--- config.mk ---
export PLATFORM = sky130hd
export DESIGN_NAME = duty_gen_mc
export DESIGN_NICKNAME = d
export VERILOG_FILES = /design/src/rtl/duty_gen_pkg.sv /design/src/rtl/duty_ton_calc.sv /design/src/rtl/duty_gen_mc.sv
export SDC_FILE = /design/constraint.sdc
export NUM_CORES = 1
export LEC_CHECK = 0
export CAP_MARGIN = 10
export CORE_UTILIZATION = 39
export CTS_CLUSTER_SIZE = 10
export DETAILED_ROUTE_END_ITERATION = 12
export PLACE_DENSITY = 0.57
export SLEW_MARGIN = 20
export SYNTH_ARGS = -nofsm -noshare
export SYNTH_HDL_FRONTEND = slang
export SYNTH_HIERARCHICAL = 1
export SYNTH_SLANG_ARGS = --single-unit
--- constraint.sdc ---
create_clock -name clk -period 4.6 [get_ports clk]
set_input_delay 0.46 -clock clk [delete_from_list [all_inputs] [get_ports clk]]
set_output_delay 0.46 -clock clk [all_outputs]
set_load 0.01 [all_outputs]
--- src/rtl/duty_gen_pkg.sv ---
// Shared types and constants for the multi-channel duty-cycle generator.
// Holds the configuration engine state encoding and the duty/period limits.
package duty_gen_pkg;

    typedef enum logic [1:0] {
        ST_IDLE  = 2'd0,
        ST_CALC  = 2'd1,
        ST_WRITE = 2'd2
    } state_t;

    localparam int DUTY_W     = 7;
    localparam int MAX_DUTY   = 100;
    localparam int MIN_PERIOD = 2;

    function automatic logic [DUTY_W-1:0] clamp_duty(input logic [DUTY_W-1:0] duty);
        return (duty > DUTY_W'(MAX_DUTY)) ? DUTY_W'(MAX_DUTY) : duty;
    endfunction

endpackage

--- src/rtl/duty_ton_calc.sv ---
// Sequential ton = floor(period*duty/100): restoring divider, one quotient bit per cycle.
// done is high on the cycle the final quotient bit is resolved; ton is valid the cycle after.
module duty_ton_calc
    import duty_gen_pkg::*;
#(
    parameter int CNT_W = 8
) (
    input  logic              clk,
    input  logic              rst_n,
    input  logic              start,
    input  logic [CNT_W-1:0]  period,
    input  logic [DUTY_W-1:0] duty,
    output logic              done,
    output logic [CNT_W-1:0]  ton
);

    localparam int QW    = CNT_W + DUTY_W;
    localparam int BW    = $clog2(QW + 1);
    localparam int REM_W = DUTY_W;
    localparam logic [REM_W:0] DIVISOR = (REM_W + 1)'(MAX_DUTY);

    logic              busy_q, busy_d;
    logic [BW-1:0]     step_q, step_d;
    logic [QW-1:0]     work_q, work_d;
    logic [REM_W-1:0]  rem_q, rem_d;
    logic [REM_W:0]    rem_sh;
    logic              q_bit;

    // The dividend shifts out of work_q's MSB while quotient bits shift in at the LSB.
    always_comb begin
        busy_d = busy_q;
        step_d = step_q;
        work_d = work_q;
        rem_d  = rem_q;
        rem_sh = {rem_q, work_q[QW-1]};
        q_bit  = (rem_sh >= DIVISOR);
        if (start) begin
            busy_d = 1'b1;
            step_d = BW'(QW);
            work_d = QW'(period) * QW'(duty);
            rem_d  = '0;
        end else if (busy_q) begin
            work_d = {work_q[QW-2:0], q_bit};
            rem_d  = q_bit ? REM_W'(rem_sh - DIVISOR) : rem_sh[REM_W-1:0];
            step_d = step_q - BW'(1);
            busy_d = (step_q != BW'(1));
        end
    end

    always_ff @(posedge clk or negedge rst_n) begin
        if (!rst_n) begin
            busy_q <= 1'b0;
            step_q <= '0;
            work_q <= '0;
            rem_q  <= '0;
        end else begin
            busy_q <= busy_d;
            step_q <= step_d;
            work_q <= work_d;
            rem_q  <= rem_d;
        end
    end

    assign done = busy_q && (step_q == BW'(1));
    // Quotient never exceeds period; the saturate keeps the narrowing explicit.
    assign ton  = (|work_q[QW-1:CNT_W]) ? '1 : work_q[CNT_W-1:0];

endmodule

--- src/rtl/duty_gen_mc.sv ---
// NUM_CH independent duty-cycle outputs sharing one config engine that turns
// (period, duty%) into (period, ton) and double-buffers it into the channel.
//   state    | meaning
//   ST_IDLE  | cfg_ready high, waiting for cfg_valid
//   ST_CALC  | divider resolving ton, one bit per cycle
//   ST_WRITE | load pending {period, ton} into the target channel
module duty_gen_mc
    import duty_gen_pkg::*;
#(
    parameter int NUM_CH = 4,
    parameter int CNT_W  = 8,
    parameter int CH_W   = (NUM_CH > 1) ? $clog2(NUM_CH) : 1
) (
    input  logic              clk,
    input  logic              rst_n,
    input  logic [NUM_CH-1:0] ch_en,
    input  logic              cfg_valid,
    output logic              cfg_ready,
    input  logic [CH_W-1:0]   cfg_ch,
    input  logic [CNT_W-1:0]  cfg_period,
    input  logic [DUTY_W-1:0] cfg_duty,
    output logic [NUM_CH-1:0] clk_out,
    output logic [NUM_CH-1:0] wrap
);

    state_t             state_q;
    logic               cfg_ready_q;
    logic [CH_W-1:0]    calc_ch_q;
    logic [CNT_W-1:0]   calc_period_q;
    logic [CNT_W-1:0]   period_c;
    logic [DUTY_W-1:0]  duty_c;
    logic [CNT_W-1:0]   calc_ton;
    logic               calc_done;
    logic               accept;
    logic               write_en;

    always_comb begin
        period_c = cfg_period;
        if (cfg_period < CNT_W'(MIN_PERIOD)) begin
            period_c = CNT_W'(MIN_PERIOD);
        end
        duty_c = clamp_duty(cfg_duty);
    end

    assign accept    = cfg_valid && cfg_ready_q;
    assign write_en  = (state_q == ST_WRITE);
    assign cfg_ready = cfg_ready_q;

    always_ff @(posedge clk or negedge rst_n) begin
        if (!rst_n) begin
            state_q       <= ST_IDLE;
            cfg_ready_q   <= 1'b1;
            calc_ch_q     <= '0;
            calc_period_q <= CNT_W'(MIN_PERIOD);
        end else begin
            case (state_q)
                ST_IDLE: begin
                    if (accept) begin
                        state_q       <= ST_CALC;
                        cfg_ready_q   <= 1'b0;
                        calc_ch_q     <= cfg_ch;
                        calc_period_q <= period_c;
                    end
                end
                ST_CALC: begin
                    if (calc_done) begin
                        state_q <= ST_WRITE;
                    end
                end
                ST_WRITE: begin
                    state_q     <= ST_IDLE;
                    cfg_ready_q <= 1'b1;
                end
                default: begin
                    state_q     <= ST_IDLE;
                    cfg_ready_q <= 1'b1;
                end
            endcase
        end
    end

    duty_ton_calc #(
        .CNT_W (CNT_W)
    ) u_calc (
        .clk    (clk),
        .rst_n  (rst_n),
        .start  (accept),
        .period (period_c),
        .duty   (duty_c),
        .done   (calc_done),
        .ton    (calc_ton)
    );

    for (genvar i = 0; i < NUM_CH; i++) begin : g_ch
        logic [CNT_W-1:0] cnt_q, cnt_d;
        logic [CNT_W-1:0] act_period_q, act_period_d;
        logic [CNT_W-1:0] act_ton_q, act_ton_d;
        logic [CNT_W-1:0] pend_period_q, pend_period_d;
        logic [CNT_W-1:0] pend_ton_q, pend_ton_d;
        logic             pend_q, pend_d;
        logic             run_q, run_d;
        logic             clk_out_q, clk_out_d;
        logic             wrap_q, wrap_d;
        logic             wr_hit;
        logic             at_end;
        logic             commit;

        // A channel boundary is: disabled, first cycle after enable, or counter wrap.
        always_comb begin
            wr_hit = write_en && (calc_ch_q == CH_W'(i));
            at_end = (cnt_q == act_period_q - CNT_W'(1));
            commit = pend_q && (!ch_en[i] || !run_q || at_end);

            act_period_d  = commit ? pend_period_q : act_period_q;
            act_ton_d     = commit ? pend_ton_q : act_ton_q;
            pend_d        = wr_hit || (pend_q && !commit);
            pend_period_d = wr_hit ? calc_period_q : pend_period_q;
            pend_ton_d    = wr_hit ? calc_ton : pend_ton_q;
            run_d         = ch_en[i];

            if (!ch_en[i] || !run_q || at_end) begin
                cnt_d = '0;
            end else begin
                cnt_d = cnt_q + CNT_W'(1);
            end

            clk_out_d = ch_en[i] && (cnt_d < act_ton_d);
            wrap_d    = ch_en[i] && (cnt_d == act_period_d - CNT_W'(1));
        end

        always_ff @(posedge clk or negedge rst_n) begin
            if (!rst_n) begin
                cnt_q         <= '0;
                act_period_q  <= CNT_W'(MIN_PERIOD);
                act_ton_q     <= '0;
                pend_period_q <= CNT_W'(MIN_PERIOD);
                pend_ton_q    <= '0;
                pend_q        <= 1'b0;
                run_q         <= 1'b0;
                clk_out_q     <= 1'b0;
                wrap_q        <= 1'b0;
            end else begin
                cnt_q         <= cnt_d;
                act_period_q  <= act_period_d;
                act_ton_q     <= act_ton_d;
                pend_period_q <= pend_period_d;
                pend_ton_q    <= pend_ton_d;
                pend_q        <= pend_d;
                run_q         <= run_d;
                clk_out_q     <= clk_out_d;
                wrap_q        <= wrap_d;
            end
        end

        assign clk_out[i] = clk_out_q;
        assign wrap[i]    = wrap_q;
    end

endmodule

* Word-level counts from Yosys, hierarchy flattened
Index checks and enable logic that the tools add are counted.
Storage, ports and cells: word-level logic and storage cells 166, output and inout bits 9, input bits 24, bits in registers 216
Operators by class: add/subtract/negate cells 14, reductions and logical operators 53, muxes and demuxes 29, $mul 1, order comparisons 7, bitwise gates (word level) 1, equality and inequality tests 17
Operators with widths (number):
- $mux W8 | 14
- $eq A8 B8 Y1 | 8
- $sub A8 B1 Y8 const B | 8
- $add A8 B1 Y8 const B | 4
- $lt A8 B8 Y1 | 4
- $mux W15 | 2
- $mux W7 | 4
- $logic_and A1 B1 Y1 | 22
- $mul A8 B7 Y15 | 1
- $logic_not A1 Y1 | 12
- $logic_or A1 B1 Y1 | 12
- $ge A8 B7 Y1 const B | 1
- $lt A8 B2 Y1 const B | 1
- $mux W4 | 2
- $gt A7 B7 Y1 const B | 1
- $reduce_or A7 Y1 | 1
- $sub A7 B7 Y7 const B | 1
- $eq A2 B2 Y1 const B | 3
- $reduce_and A2 Y1 | 3
- $eq A2 B1 Y1 const B | 2
- $eq A4 B1 Y1 const B | 1
- $logic_not A2 Y1 | 2
- $mux W2 | 2
- $ne A2 B2 Y1 const B | 2
- other kinds (7) | 9

* Longest topological paths before layout
depth after elaboration 8, gate-level depth with buffers 20, depth with buffers taken out 18

* Cells and area by module
Netlist, hierarchy kept.
By module, submodules not included:
- duty_gen_mc | sequential area each 4742.0 um^2, cells each 1018, area an instance 10468.8 um^2, instances 1
- duty_ton_calc | sequential area each 675.6 um^2, cells each 335, area an instance 3174.3 um^2, instances 1

* Worst setup path after synthesis
OpenSTA, ideal clock, no wires.
kind input to register, start point in cfg_duty[0], end point reg u_calc.work_q[13], setup time 120 ps, slack -484 ps, data arrival time 4964 ps, path buffers 0, stages 18, required time 4480 ps, path through o21ai_0 -> a21oi_1 -> or2_2 -> and2_1 -> fa_1 -> inv_1 -> fa_1 -> inv_1 -> fa_1 -> inv_1 -> fa_1 -> inv_1 -> ha_1 -> a21o_1 -> a31oi_1 -> a21oi_1 -> or4_1 -> a31o_2
On the way: word-level cells in the longest chain between the ends 4
RTL lines:
- from (decl) | RTL line duty_gen_mc.sv:21 | input logic [DUTY_W-1:0] cfg_duty,
- $gt A7 B7 Y1 | RTL line duty_gen_pkg.sv:16 | return (duty > DUTY_W'(MAX_DUTY)) ? DUTY_W'(MAX_DUTY) : duty;
- $mux W7 | RTL line duty_gen_pkg.sv:16
- via duty_c[2] | RTL line duty_gen_mc.sv:31 | logic [DUTY_W-1:0] duty_c;
- $mul A8 B7 Y15 | RTL line duty_ton_calc.sv:40 | work_d = QW'(period) * QW'(duty);
- $mux W15 | RTL line duty_ton_calc.sv:37 | if (start) begin
- to (signal assigned) | RTL line duty_ton_calc.sv:59 | work_q <= work_d;
- to (decl) | RTL line duty_ton_calc.sv:24 | logic [QW-1:0] work_q, work_d;
The timed path passes the listed nets, and every way through them passes these cells. A chain may end at the register's enable or synchronous reset.

* Final worst setup path
start point in cfg_duty[1], end point reg u_calc.work_q[14]
Same word-level chain as after synthesis.

==> impl_metrics.yaml <==
run_status:
  outcome: "complete, no violations"
power:
  p_seq_share_pct: 41.2
  intPower_mw: 3.98
  p_sw_mw: 1.76
  ir_worst_vdd_mv: 0.260
  leakage_nw: 7.86
  p_comb_share_pct: 25.9
  power_density_nw_per_um2: 367
  pwr-share-clk_pct: 32.8
  sw_frac_of_total_pct: 30.6
drt:
  drt-total-wl_mm: 30.6
  firstDrtPassIters: 6
  dr_wl_met3_microns: 885
  vias: 9732
  wl_per_cell_microns: 16.2
  drt.antenna.violating_nets: 0
  drtIter0Drc: 549
  met2_length_mm: 14.3
  drc: 0
  drt-met1-wl_mm: 15.1
  viasPerCell: 5.14
  highest_layer: "met4"
yosys:
  ys_top_cells_by_area: "dfrtp_1 (38%), mux2_2 (7.7%), ha_1 (7.1%), mux2i_1 (4.6%), fa_1 (4.3%)"
  synth-seq-cells: 216
  ys.flop_type: "dfrtp_1"
  synth.net_count: 1483
  syn_area_per_cell_sq_um: 10.1
  ys_async_sr_fraction_pct: 100
  synthTopCellsByCount: "dfrtp_1 (206), inv_1 (109), nand2_1 (102), mux2_2 (93), nor2_1 (84)"
  synth_cell_types: 79
  yosysSeqAreaShare_pct: 39.7
  synth_most_common_cell: "dfrtp_1"
  yosysTopAreaCell: "dfrtp_1"
  synth_edf_count: 0
  synth_top_area_share_pct: 37.8
  yosys_warnings: 6
  syn_area_sq_um: 13600
  netlist_instances: 1353
die:
  fp.dieArea_sq_um: 35700
  std_cell_rows: 68
  coreArea_sq_um: 34500
  initial_core_util_pct: 39.6
  die_h_microns: 189
  fp.dieW_microns: 189
  io_pins: 33
layout:
  antenna_cells: 0
  final_cells: 1892
  drive_gt1_share_pct: 18.3
  syn2layout_area_growth_pct: 14.6
  nNetsFinal: 1547
clocking:
  cts.reportedPaths.clkPinSlew_ns: 0.05
  clock_sinks: 216
  h-tree-depth: 1
  numCtsBuffers: 26
  cts_tree: "built"
  clk_path_buf_depth: 3
  clk_latency_ns: 0.53
  cts-root-buf: "clkbuf_16"
sta:
  rsz0062_at_grt: "false"
  finalSetupViolations: 0
  tightest_slew_ns: 0.885
  hold_violations: 0
  fin_crit_sh_pct: 97.7
  period_minus_slack_ns: 4.49
  slew_viol_final: 0
  skew_ns: 0.0163
  fmax_mhz: 223
  timing.slew.headroom_pct: 40.9
  hold_slack_ns: 0.396
global_route:
  grt_usage_pct: 17.6
  antenna_found_initial: 0
  overflow: 0
  grt_max_degree: 108
  first_global_vias: 9766
  grt_first_pass_wirelength_mm: 51.2
setup_path:
  start_kind: "primary input"
  critical_path_arrival_ns: 4.92
  critPathMaxFanout: 4
  crit_required_ns: 5.03
  cp-end-kind: "flop"
  critPathKind: "in2reg"
hold_path:
  hold_class: "in2reg"
placement:
  io_buffers: 32
  post-place-cells: 1838
  globalplace.congestion: 0.869
  place_hpwl_mm: 22.6
run:
  maxCapViolations: 0
-- cells by family (layout without fill, tap and decap cells) --
| group | count (synthesis) | after routing | share of synthesized area (%) |
|---|---|---|---|
| adder cells (fa/ha/maj) | 107 | 107 | 11.4 |
| AND/OR/NAND/NOR | 416 | 416 | 15.6 |
| AO/OA/AOI/OAI | 192 | 192 | 9.79 |
| flip-flops | 216 | 216 | 39.7 |
| multiplexers | 157 | 157 | 12.4 |
| buffers and inverters | 173 | 257 | 5.11 |
| XOR/XNOR | 92 | 92 | 6.01 |
-- routing by layer --
layer | vias up | global-route usage [%]
met1 | 4759 | 25.1
met5 | - | 0
met2 | 121 | 28.8
li1 | 4818 | -
met3 | 34 | 1.96
met4 | 0 | 3.57
-- placed cells by master (no fill, tap or decap), types with 19 or more instances in the layout --
| master | synthesis | final |
|---|---|---|
| a21oi_1 | 38 | 36 |
| and2_1 | 51 | 48 |
| buf_4 | 9 | 66 |
| clkbuf_1 | 40 | 19 |
| clkbuf_16 | 0 | 26 |
| dfrtp_1 | 206 | 206 |
| fa_1 | 29 | 28 |
| ha_1 | 77 | 74 |
| inv_1 | 109 | 107 |
| mux2_2 | 93 | 93 |
| mux2i_1 | 63 | 63 |
| nand2_1 | 102 | 100 |
| nand3_1 | 36 | 36 |
| nor2_1 | 84 | 83 |
| nor3_1 | 21 | 21 |
| o21ai_0 | 46 | 45 |
| xnor2_1 | 53 | 53 |
| xor2_1 | 38 | 38 |
-- power by group through the flow --
| stage | registers (mW) | logic [mW] | clock network [mW] |
|---|---|---|---|
| floorplan | 2.28 | 0.993 | 0 |
| global placement | 2.40 | 1.43 | 0 |
| detailed placement | 2.40 | 1.46 | 0 |
| CTS | 2.37 | 1.48 | 1.94 |
| global route | 2.40 | 1.69 | 2.02 |
| finish | 2.37 | 1.49 | 1.88 |
-- path summary, 6_finish.rpt --
path | from | end | depth (start not counted) | slack, ns
max | cfg_duty[1] | u_calc/work_q[14] | 19 | 0.11
min | cfg_period[3] | calc_period_q[3] | 3 | 0.40
max reg2reg | g_ch[0].act_period_q[0] | g_ch[0].wrap_q | 15 | 0.25
min reg2reg | g_ch[1].act_ton_q[0] | g_ch[1].act_ton_q[0] | 2 | 0.47
max in group asynchronous | rst_n | g_ch[3].act_ton_q[3] | 3 | 3.08
min in group asynchronous | rst_n | g_ch[3].wrap_q | 2 | 0.50
-- worst max-delay path, stage by stage --
cell and delay (ns):
clkbuf_2 0.10, o21ai_2 0.14, a21oi_2 0.08, or2_4 0.27, and2_4 0.14, fa_1 0.51, inv_2 0.05, fa_1 0.52
inv_1 0.04, fa_1 0.47, inv_1 0.05, fa_1 0.49, inv_2 0.04, ha_4 0.22, a21o_4 0.23, a221oi_4 0.31
o21ai_2 0.08, or4_1 0.51, a31oi_1 0.20
-- final cells by class --
class                           count  area (sq um)
Multi-Input combinational cell    964          7660
Timing Repair Buffer              100           806
Clock buffer                       45           722
Tap cell                          455           569
Fill cell                        3257         18800
Sequential cell                   216          5420
Inverter                          109           409
Clock inverter                      3          51.3
-- flip-flops by register name, summed over array words and instances, names as in the netlist --
| register | cells |
|---|---|
| state_q | 2 |
| u_calc/work_q | 15 |
| calc_ch_q | 2 |
| g_ch.cnt_q | 32 |
| cfg_ready | 1 |
| g_ch.clk_out_q | 4 |
| g_ch.run_q | 4 |
| g_ch.pend_ton_q | 32 |
| u_calc/rem_q | 7 |
| g_ch.wrap_q | 4 |
| g_ch.act_period_q | 32 |
| u_calc/step_q | 4 |
| g_ch.pend_q | 4 |
| g_ch.pend_period_q | 32 |
| u_calc/busy_q | 1 |
| g_ch.act_ton_q | 32 |
| calc_period_q | 8 |
-- through the flow --
| stage | worst slack, ns | util (%) | cell area, sq um | TNS (ns) | total power [mW] |
|---|---|---|---|---|---|
| 2_1_floorplan | -0.136 | - | 13700 | -0.270 | 3.27 |
| 3_3_place_gp | -0.644 | 42.9 | 14800 | -3.76 | 3.83 |
| 3_5_place_dp | -0.727 | 42.9 | 14800 | -4.28 | 3.86 |
| 4_1_cts | 0.0281 | 45.3 | 15600 | 0 | 5.79 |
| 5_1_grt | 0.00831 | 45.4 | 15600 | 0 | 6.11 |
| 6_report | 0.106 | 45.4 | 15600 | 0 | 5.74 |
-- repair_timing --
| item | in CTS | in global routing |
|---|---|---|
| cloned | 0 | 0 |
| resized for setup | 14 | 35 |
| setup buffers | 2 | 3 |
| setup endpoints to repair | 3 | 6 |
| pin swaps | 16 | 24 |
| endpoints found under the hold margin | 56 | 0 |
| hold buffers | 1 | 0 |
No activity file was read; power rests on OpenSTA's default activity.
==> RTL edit 1, RTL diff (config.mk and constraints unchanged) <==
The 3 states of `state_t` get a one-hot encoding in 3 bits.
--- a/src/rtl/duty_gen_pkg.sv
+++ b/src/rtl/duty_gen_pkg.sv
@@ -2,10 +2,10 @@
 // Holds the configuration engine state encoding and the duty/period limits.
 package duty_gen_pkg;
 
-    typedef enum logic [1:0] {
-        ST_IDLE  = 2'd0,
-        ST_CALC  = 2'd1,
-        ST_WRITE = 2'd2
+    typedef enum logic [2:0] {
+        ST_IDLE  = 3'b001,
+        ST_CALC  = 3'b010,
+        ST_WRITE = 3'b100
     } state_t;
 
     localparam int DUTY_W     = 7;
Formal check against the unedited RTL: no difference found for any inputs over 10 cycles, from zero or initial values and one cycle with rst_n low; not proved beyond that.
==> RTL edit 1 against the original RTL <==
  * Core utilization grew 0.12 points
  * Routed wire length grew 2.8%
  * Final area grew 0.26%
  * Total power shrank 2.7%
  * Synthesized area is essentially flat
  * The flow now finishes with violations (negative hold slack)
  * Sequential cell count grew 1
  * Worst setup slack lost 0.034 ns
  * Synthesized cell count shrank 2.4%
==> RTL edit 1: results (changes against the original RTL) <==
* DRT iter0 DRCs at 468 (was 549)
* Worst setup path startpoint: cfg_duty[5] (was cfg_duty[1])
* Routing usage on met3 at 1.80% (was 1.96%)
* Met1 usage at 25.3% (was 25.1%)
* Vias/cell at 5.20 (was 5.14)
* Post-Synth XOR/XNOR Area at 6.62% (was 6.01%)
* Cells after synthesis at 1320 (was 1353)
* WL met1 at 15200 um (was 15100 um)
* Fmax at 0.221 GHz (was 0.223 GHz)
* Synth top area share at 37.8% (about the same)
* Reg2reg end: g_ch[1].wrap_q$_DFF_PN0_ (was g_ch[0].wrap_q$_DFF_PN0_)
* Commonest cells in the netlist: dfrtp_1 (206), inv_1 (96), mux2_2 (87), nor2_1 (87), nand2_1 (86) (was dfrtp_1 (206), inv_1 (109), nand2_1 (102), mux2_2 (93), nor2_1 (84))
* Hold WS at -0.00756 ns (was 0.396 ns)
* Gpl congestion at 0.872 (was 0.869)
* Nets at 1520 (was 1547)
* Estimated wirelength of the detail-placed design at 23000 um (was 22600 um)
* Failing checks: negative hold slack
* Number of global-route vias before repair at 9844 (was 9766)
* Wire length per cell at 16.9 um (was 16.2 um)
* Final clock skew at 0.00984 ns (was 0.0163 ns)
* Inst Count DP at 1810 (was 1838)
* Via count at 9691 (was 9732)
* Final hold vios at 1 (was 0)
* LEAKAGE at 7.88 nW (was 7.86 nW)
* Post-place setup slack at -0.906 ns (was -0.727 ns)
* RR Startpoint: g_ch[1].act_period_q[0]$_DFF_PN0_ (was g_ch[0].act_period_q[0]$_DFF_PN0_)
* Status: finished with violations (was completed)
* Sequential share of the synthesized area at 39.9% (was 39.7%)
* Global-route wire length before repair at 52600 um (was 51200 um)
* Share of cells above drive strength 1 at 19.4% (was 18.3%)
* Met2 usage at 30.3% (was 28.8%)
[RTL edit 1: power by group]
group | total (mW) | leakage, nW | internal (mW) | switching (mW)
registers | 2.32 | 2.91 | 2.09 | 0.229
clock network | 1.89 | 0.373 | 1.13 | 0.766
logic | 1.37 | 4.60 | 0.679 | 0.687
[RTL edit 1: final cells by class]
type	instances	area, sq um
antenna	1	2.50
clock buffer	46	777
fill	3266	18800
inverter	97	364
multi-input combinational	953	7730
sequential	217	5440
tap	455	569
timing repair buffer	95	795
[RTL edit 1: repair_timing]
action / CTS / global route
setup endpoints to repair: 6 / 6
gates cloned: 0 / 0
resized for setup: 24 / 31
pin swaps: 21 / 23
buffers inserted: 4 / 3
[RTL edit 1: worst max-delay path, stage by stage]
cell and delay [ns]:
clkdlybuf4s15_1 0.20, nand2_2 0.09, a21oi_2 0.05, or2_4 0.27
and2_4 0.16, fa_1 0.51, inv_2 0.04, fa_1 0.54
inv_2 0.04, fa_1 0.51, inv_2 0.04, fa_1 0.48
inv_2 0.05, ha_4 0.24, a21o_4 0.23, a221oi_4 0.29
o21ai_2 0.08, or4_1 0.52, a31oi_1 0.17
[RTL edit 1: worst min-delay path by stage]
stage / start / end / depth (start not counted)
4_1_cts: rst_n / g_ch[1].cnt_q[4]$_DFF_PN0_ / 1
5_1_grt: rst_n / g_ch[1].cnt_q[4]$_DFF_PN0_ / 1
3_3_place_gp: g_ch[2].act_ton_q[0]$_DFF_PN0_ / g_ch[2].act_ton_q[0]$_DFF_PN0_ / 2
3_5_place_dp: g_ch[2].act_ton_q[0]$_DFF_PN0_ / g_ch[2].act_ton_q[0]$_DFF_PN0_ / 2
2_1_floorplan: rst_n / calc_ch_q[0]$_DFFE_PN0P_ / 0
6_report: rst_n / g_ch[1].cnt_q[4]$_DFF_PN0_ / 1
==> RTL edit 2, RTL diff (config.mk and constraints unchanged) <==
Without the edit above. Change the package constant `DUTY_W` from 7 to 14.
--- a/src/rtl/duty_gen_pkg.sv
+++ b/src/rtl/duty_gen_pkg.sv
@@ -8,7 +8,7 @@
         ST_WRITE = 2'd2
     } state_t;
 
-    localparam int DUTY_W     = 7;
+    localparam int DUTY_W     = 14;
     localparam int MAX_DUTY   = 100;
     localparam int MIN_PERIOD = 2;
 
Ports: changed (resized cfg_duty); port bits go from 33 to 40. The function was not compared with the original's and may differ.
==> RTL edit 2 against the original RTL <==
  * Synthesized cell count grew 25%
  * Sequential cell count increased by 15
  * Fmax rose by 0.30%
  * Synthesized area grew 21%
  * Die area grew 21%
  * Routed wire length up 24%
  * Count of clock-buffer cells in the layout grew 2
  * Total power grew 28%
  * Final area increased by 24%
  * Worst setup slack gained 0.014 ns
  * Sequential share of layout area is 4.7 points lower
  * Critical path type unchanged
  * Largest cell class unchanged
  * Largest power group unchanged
==> RTL edit 2: results (changes against the original RTL) <==
* Status: completed (unchanged)
* HP Class: reg2reg (was in2reg)
* Post-Synth Adder-Cell Area at 15.3% (was 11.4%)
* Internal at 4.87 mW (was 3.98 mW)
* Sequential share of the synthesized area at 35.0% (was 39.7%)
* Met2 usage at 31.8% (was 28.8%)
* Share of cells above drive strength 1 at 17.9% (was 18.3%)
* Clk Latency, worst-skew pair at 0.55 ns (was 0.53 ns)
* Vias/cell at 5.11 (was 5.14)
* Cells after synthesis at 1689 (was 1353)
* Inst Count DP at 2333 (was 1838)
* DP Area at 18300 sq um (was 14800 sq um)
* Hold Path End: g_ch[2].act_ton_q[3]$_DFF_PN0_ (was calc_period_q[3]$_DFFE_PN0P_)
* Input/output buffers at 39 (was 32)
* Largest net degree at the start of global routing at 105 (was 108)
* LEAKAGE at 9.58 nW (was 7.86 nW)
* FF-to-FF path depth at 16 (was 15)
* CTS Buf Count at 29 (was 26)
* Final clock skew at 0.0163 ns (about the same)
* Post-place setup slack at -0.854 ns (was -0.727 ns)
* Global-route wire length before repair at 64500 um (was 51200 um)
* Nets at 2021 (was 1547)
* Synth top area cells: dfrtp_1 (33%), fa_1 (8.7%), ha_1 (6.5%) (was dfrtp_1 (38%), mux2_2 (7.7%), ha_1 (7.1%))
* Worst hold path cell count at 2 (was 3)
* Clock power frac at 28.8% (was 32.8%)
* Multiplexer share of the synthesized area at 9.62% (was 12.4%)
* Complex-gate fraction of the synthesized area at 10.1% (was 9.79%)
* # fillers at 3995 (was 3257)
* Part of the power in registers at 36.5% (was 41.2%)
* Fmax at 0.223 GHz (about the same)
* Gpl congestion at 0.894 (was 0.869)
* Estimated wirelength of the detail-placed design at 28900 um (was 22600 um)
* Hold_sp: g_ch[2].act_ton_q[3]$_DFF_PN0_ (was cfg_period[3])
* RR Startpoint: g_ch[3].act_period_q[1]$_DFF_PN1_ (was g_ch[0].act_period_q[0]$_DFF_PN0_)
* Wire length per cell at 15.9 um (was 16.2 um)
* Routing usage on met3 at 1.86% (was 1.96%)
* Detail Route met2 WL at 19100 um (was 14300 um)
* Worst Max-Slew Pin Slew at 0.954 ns (was 0.885 ns)
* Reg2reg end: g_ch[3].wrap_q$_DFF_PN0_ (was g_ch[0].wrap_q$_DFF_PN0_)
* Hold WS at 0.473 ns (was 0.396 ns)
* Worst Path Arrival at 4.91 ns (was 4.92 ns)
* DRT iter0 DRCs at 680 (was 549)
* Met1 usage at 23.9% (was 25.1%)
* Worst setup path startpoint: cfg_duty[9] (was cfg_duty[1])
* VDD IR max at 252 uV (was 260 uV)
* Met3 wire length at 998 um (was 885 um)
* Commonest cells in the netlist: dfrtp_1 (221), inv_1 (159), nand2_1 (149), and2_1 (106), nor2_1 (100) (was dfrtp_1 (206), inv_1 (109), nand2_1 (102), mux2_2 (93), nor2_1 (84))
-- RTL edit 2: cell types whose count changed after synthesis, sizes merged, moves of 17 or more --
cell / before / now
nor2: 85 / 102
nand2: 102 / 149
inv: 109 / 159
and2: 51 / 106
fa: 29 / 72
-- RTL edit 2: area by class of cell --
type,instances,area (sq um),share of cell area [%]
Multi-Input combinational cell,1281,10300,53.0
Sequential cell,231,5790,29.9
Timing Repair Buffer,130,1150,5.92
Clock buffer,47,833,4.31
Tap cell,539,674,3.49
Inverter,159,597,3.08
Clock inverter,5,52.6,0.272
-- RTL edit 2: what timing repair did --
action                                  CTS  global route
buffers inserted                          5             1
endpoints found under the hold margin    20             0
endpoints found under the setup margin    9             9
pin swaps                                37            29
gates resized for setup                  38            25
hold buffers                              1             0
